**src/rtl/nx_ctrl_host.sv**
```systemverilog
// Host-side endpoint of the accelerator control stream: forwards one request
// at a time to the device and buffers its response beats for the host.
module nx_ctrl_host #(
    parameter int REQ_W   = 32,
    parameter int RSP_W   = 32,
    parameter int DEPTH   = 8,
    parameter int TIMEOUT = 1024
) (
    input  logic                       i_clk,
    input  logic                       i_rst_n,
    input  logic [REQ_W-1:0]           i_cmd_data,
    input  logic                       i_cmd_expect,
    input  logic                       i_cmd_valid,
    output logic                       o_cmd_ready,
    output logic [REQ_W-1:0]           o_ctrl_in_data,
    output logic                       o_ctrl_in_valid,
    input  logic                       i_ctrl_in_ready,
    input  logic [RSP_W-1:0]           i_ctrl_out_data,
    input  logic                       i_ctrl_out_last,
    input  logic                       i_ctrl_out_valid,
    output logic                       o_ctrl_out_ready,
    output logic [RSP_W-1:0]           o_rsp_data,
    output logic                       o_rsp_last,
    output logic                       o_rsp_valid,
    input  logic                       i_rsp_ready,
    output logic [$clog2(DEPTH+1)-1:0] o_rsp_count,
    output logic                       o_busy,
    output logic                       o_timeout,
    output logic                       o_unsolicited
);
    localparam int PTR_W = $clog2(DEPTH);
    localparam int CNT_W = $clog2(DEPTH+1);
    localparam int TO_W  = $clog2(TIMEOUT);

    typedef enum logic [1:0] {ST_IDLE, ST_SEND, ST_WAIT} state_t;

    state_t             state, state_nxt;
    logic               rst_meta, rst_sync;
    logic [REQ_W-1:0]   req_data;
    logic               req_expect;
    logic [TO_W-1:0]    to_cnt;
    logic [RSP_W:0]     mem [DEPTH];
    logic [PTR_W-1:0]   wr_ptr, rd_ptr;
    logic [CNT_W-1:0]   count;
    logic               full, cmd_hs, beat_hs, push, pop, to_fire;

    // Reset asserts asynchronously but is released on a clock edge.
    always_ff @(posedge i_clk or negedge i_rst_n) begin
        if (!i_rst_n) begin
            rst_meta <= 1'b0;
            rst_sync <= 1'b0;
        end else begin
            rst_meta <= 1'b1;
            rst_sync <= rst_meta;
        end
    end

    assign full    = (count == CNT_W'(DEPTH));
    assign cmd_hs  = i_cmd_valid && o_cmd_ready;
    assign beat_hs = i_ctrl_out_valid && o_ctrl_out_ready;
    assign push    = (state == ST_WAIT) && beat_hs;
    assign pop     = o_rsp_valid && i_rsp_ready;
    assign to_fire = (state == ST_WAIT) && !beat_hs && (to_cnt == TO_W'(TIMEOUT-1));

    always_ff @(posedge i_clk or negedge rst_sync) begin
        if (!rst_sync) begin
            state <= ST_IDLE;
        end else begin
            state <= state_nxt;
        end
    end

    always_comb begin
        state_nxt        = state;
        o_cmd_ready      = 1'b0;
        o_ctrl_in_valid  = 1'b0;
        o_ctrl_out_ready = 1'b1;
        o_busy           = 1'b1;
        case (state)
            ST_IDLE: begin
                o_cmd_ready = 1'b1;
                o_busy      = 1'b0;
                if (i_cmd_valid) state_nxt = ST_SEND;
            end
            ST_SEND: begin
                o_ctrl_in_valid = 1'b1;
                if (i_ctrl_in_ready) state_nxt = req_expect ? ST_WAIT : ST_IDLE;
            end
            ST_WAIT: begin
                o_ctrl_out_ready = !full;
                if ((i_ctrl_out_valid && !full && i_ctrl_out_last) || to_fire)
                    state_nxt = ST_IDLE;
            end
            default: state_nxt = ST_IDLE;
        endcase
    end

    always_ff @(posedge i_clk or negedge rst_sync) begin
        if (!rst_sync) begin
            req_data      <= '0;
            req_expect    <= 1'b0;
            to_cnt        <= '0;
            o_timeout     <= 1'b0;
            o_unsolicited <= 1'b0;
        end else begin
            if (cmd_hs) begin
                req_data      <= i_cmd_data;
                req_expect    <= i_cmd_expect;
                o_timeout     <= 1'b0;
                o_unsolicited <= 1'b0;
            end
            // A beat outside WAIT is dropped; flagging it wins over the clear.
            if (beat_hs && state != ST_WAIT) o_unsolicited <= 1'b1;
            if (to_fire) o_timeout <= 1'b1;
            if (state != ST_WAIT || beat_hs) to_cnt <= '0;
            else                             to_cnt <= to_cnt + TO_W'(1);
        end
    end

    always_ff @(posedge i_clk) begin
        if (push) mem[wr_ptr] <= {i_ctrl_out_last, i_ctrl_out_data};
    end

    always_ff @(posedge i_clk or negedge rst_sync) begin
        if (!rst_sync) begin
            wr_ptr <= '0;
            rd_ptr <= '0;
            count  <= '0;
        end else begin
            if (push) wr_ptr <= wr_ptr + PTR_W'(1);
            if (pop)  rd_ptr <= rd_ptr + PTR_W'(1);
            if (push && !pop)      count <= count + CNT_W'(1);
            else if (pop && !push) count <= count - CNT_W'(1);
        end
    end

    assign o_ctrl_in_data = req_data;
    assign o_rsp_data     = mem[rd_ptr][RSP_W-1:0];
    assign o_rsp_last     = mem[rd_ptr][RSP_W];
    assign o_rsp_valid    = (count != '0);
    assign o_rsp_count    = count;

endmodule
```
**config.mk**
```make
export PLATFORM = sky130hd
export DESIGN_NAME = nx_ctrl_host
export DESIGN_NICKNAME = d
export VERILOG_FILES = /design/src/rtl/nx_ctrl_host.sv
export SDC_FILE = /design/constraint.sdc
export NUM_CORES = 1
export LEC_CHECK = 0
export ABC_CLOCK_PERIOD_IN_PS = 5620
export CAP_MARGIN = 20
export CELL_PAD_IN_SITES_DETAIL_PLACEMENT = 0
export CELL_PAD_IN_SITES_GLOBAL_PLACEMENT = 1
export CORE_MARGIN = 3
export CORE_UTILIZATION = 50
export CTS_CLUSTER_SIZE = 10
export DETAILED_ROUTE_END_ITERATION = 8
export GPL_TIMING_DRIVEN = 1
export PLACE_DENSITY_LB_ADDON = 0.1
export SKIP_CTS_REPAIR_TIMING = 1
export SYNTH_ARGS = -nofsm -noshare
export SYNTH_HDL_FRONTEND = slang
export SYNTH_SLANG_ARGS = --single-unit
```
**constraint.sdc**
```tcl
create_clock -name i_clk -period 5.62 [get_ports i_clk]
set_input_delay 1.124 -clock i_clk [delete_from_list [all_inputs] [get_ports i_clk]]
set_output_delay 1.124 -clock i_clk [all_outputs]
set_load 0.05 [all_outputs]
```
==> flow_summary.toml <==
[sta]
worstMarginPinSlew_ns = 1.04
fin_crit_sh_pct = 79.3
slew_violations = 0
setup_tns_ns = 0
max_slew_margin_pct = 30.9
hold_viol = 0
clock.fmax_mhz = 224
skew_ns = 0.0113
whs_ns = 0.350
rsz0062_at_grt = "no"
fin_crit_ns = 4.46
setup_viol = 0

[place]
dp_hpwl_um = 13800
port_buffers = 147
gp_routability_congestion = 0.719
dpl.cell_count = 1040

[floorplan]
dieWidth_um = 164
die_area_sq_um = 26900
die_y_um = 164
rows = 57
core-area_sq_um = 24400
start_util_pct = 51.1
ios = 148

[layout]
finish.utilization_pct = 63.2
multi_input_area_sq_um = 2940
final_cells = 1097
final_cell_mix = "264 x edfxtp_1, 147 x clkdlybuf4s50_1, 69 x mux2_2"
seqCellArea_sq_um = 9410
syn_to_final_growth_pct = 23.6
n_fill_cell = 1724
diodes = 0
final_nets = 835
mostFrequentLayoutCell = "edfxtp_1"
drive_above_1_share_pct = 26.1

[routing]
vias = 6102
drt-total-wl_um = 24000
drc = 0
initialDrtViolationCount = 361
postRouteAntennaNets = 0
dr.pass1.iters = 4
wl_per_cell_um = 21.9
viasPerCell = 5.56

[critical_path]
path_buf_inv = 2
worst_ep_arrival_time_ns = 3.33
cp.required_ns = 4.50
startpoint = "rd_ptr[0]$_DFFE_PN0P_"
slowest_delay_ns = 0.88
path_cells = "buf_12 > mux4_2 > mux2_2 > clkdlybuf4s50_1"
cp-start-kind = "flop"
crit_slowest_cell = "dfrtp_4"
timing.reg2reg.setup_slack_ns = 2.54
ff2ff_path_depth = 9
crit_type = "reg -> out"
crit_fanout = 36
setup.worst_path.end = "o_rsp_data[27]"
path_delay_family = "buffers and inverters"
endpoint_kind = "output port"
path_depth = 4
regToRegEndpoint = "o_rsp_count[3]$_DFFE_PN0P_"
r2r_start = "o_rsp_count[0]$_DFFE_PN0P_"

[yosys]
yosysSeqAreaShare_pct = 75.4
ys_types = 38
yosysWarnings = 0
synth.net_count = 663
synthArstFlopShare_pct = 18.3
netlist_area_sq_um = 12500
syn-instance-count = 584
synth_edf_count = 264
synth_flop_cell = "edfxtp_1"
avgSynthCellArea_sq_um = 21.3
synth-seq-cells = 323

[global_routing]
grt_max_degree = 69
grt_overflow = 0
antenna_found_initial = 1
grt_pass1_wl_um = 37900
first_global_vias = 6750
grt_usage_pct = 18.5

[pwr]
p_leak_nw = 5.12
ir_drop_v = 0.000444
power_density_nw_per_um2 = 555

[status]
status = "complete, no violations"

[cts]
clkSinkCount = 323
htree_levels = 2
cts_root_buf = "clkbuf_16"
clkSlewWorstSetupHoldPaths_ns = 0.05
clk-insertion-delay-late_ns = 0.50
clockBufferDepth = 3
cts_tree = "yes"
cts_buffers = 38

[min_path]
min_from = "rst_meta$_DFF_PN0_"
holdPathStages = 0
hp-class = "reg -> reg"

[job]
max_cap_viol_count = 0
[Yosys cell counts (6+ instances only)]
cell      number  area, sq um
mux2_2        69          777
mux4_2        66         1490
nand2_1        7         26.3
ha_1           6         75.1
nor2_1         8         30.0
nor3_1         6         30.0
a21oi_1        8         40.0
edfxtp_1     264         7930
inv_1          7         26.3
dfrtp_1       59         1480
nand3_1        8         40.0
xnor2_1        7         61.3
buf_2          9         45.0
clkbuf_1      11         41.3
[logic make-up after synthesis]
| group | count (synthesis) | synth area share [%] |
|---|---|---|
| xor gates and xnor gates | 9 | 0.632 |
| adders and majority gates | 7 | 0.763 |
| and+or+nand+nor | 53 | 2.33 |
| DFF | 323 | 75.4 |
| muxes | 136 | 18.2 |
| buffers and inverters | 33 | 1.39 |
| AOI/OAI and AO/OA | 22 | 1.17 |
| other | 1 | 0.0301 |
[area by class of cell]
type / count / area share [%]
multi-input combinational: 228 / 19.1
tap: 324 / 2.63
clock buffer: 56 / 6.81
clock inverter: 1 / 0.0568
timing repair buffer: 158 / 10.2
sequential: 323 / 61.1
inverter: 7 / 0.171
[per-layer routing]
metal | track usage (%) | share of wire (%)
met1 | 23.9 | 40
met2 | 30.9 | 50
met3 | 5.73 | 7.3
met4 | 5.15 | 2.1
met5 | 0 | 0.071
[sequential cells by signal, summed over array words and instances (netlist names), 2 cells and up]
register and cells:
rd_ptr 3, o_rsp_count 4, mem 264, state 2, wr_ptr 3, to_cnt 10
o_ctrl_in_data 32
[through the flow]
| stage | setup slack, ns | total power, W | cell area [sq um] |
|---|---|---|---|
| 2_1_floorplan | 0.660 | 0.00552 | 12500 |
| 3_3_place_gp | 1.66 | 0.00648 | 14300 |
| 6_report | 1.16 | 0.00855 | 15400 |
| 5_1_grt | 0.996 | 0.00893 | 15400 |
| 4_1_cts | 1.08 | 0.00866 | 15400 |
| 3_5_place_dp | 1.63 | 0.00652 | 14300 |
[worst min-delay path by stage]
stage / to / slack [ns]
6_report: rst_sync$_DFF_PN0_ / 0.35
5_1_grt: rst_sync$_DFF_PN0_ / 0.36
4_1_cts: rst_sync$_DFF_PN0_ / 0.36
3_5_place_dp: rst_sync$_DFF_PN0_ / 0.34
3_3_place_gp: rst_sync$_DFF_PN0_ / 0.34
2_1_floorplan: rst_sync$_DFF_PN0_ / 0.33
[power breakdown]
part | total [W] | leakage (nW) | internal (W) | switching, W
sequential | 0.00320 | 3.09 | 0.00282 | 0.000372
combinational | 0.00325 | 1.52 | 0.00141 | 0.00183
clock | 0.00211 | 0.511 | 0.00127 | 0.000833
Power figures use the tool's default switching activity.
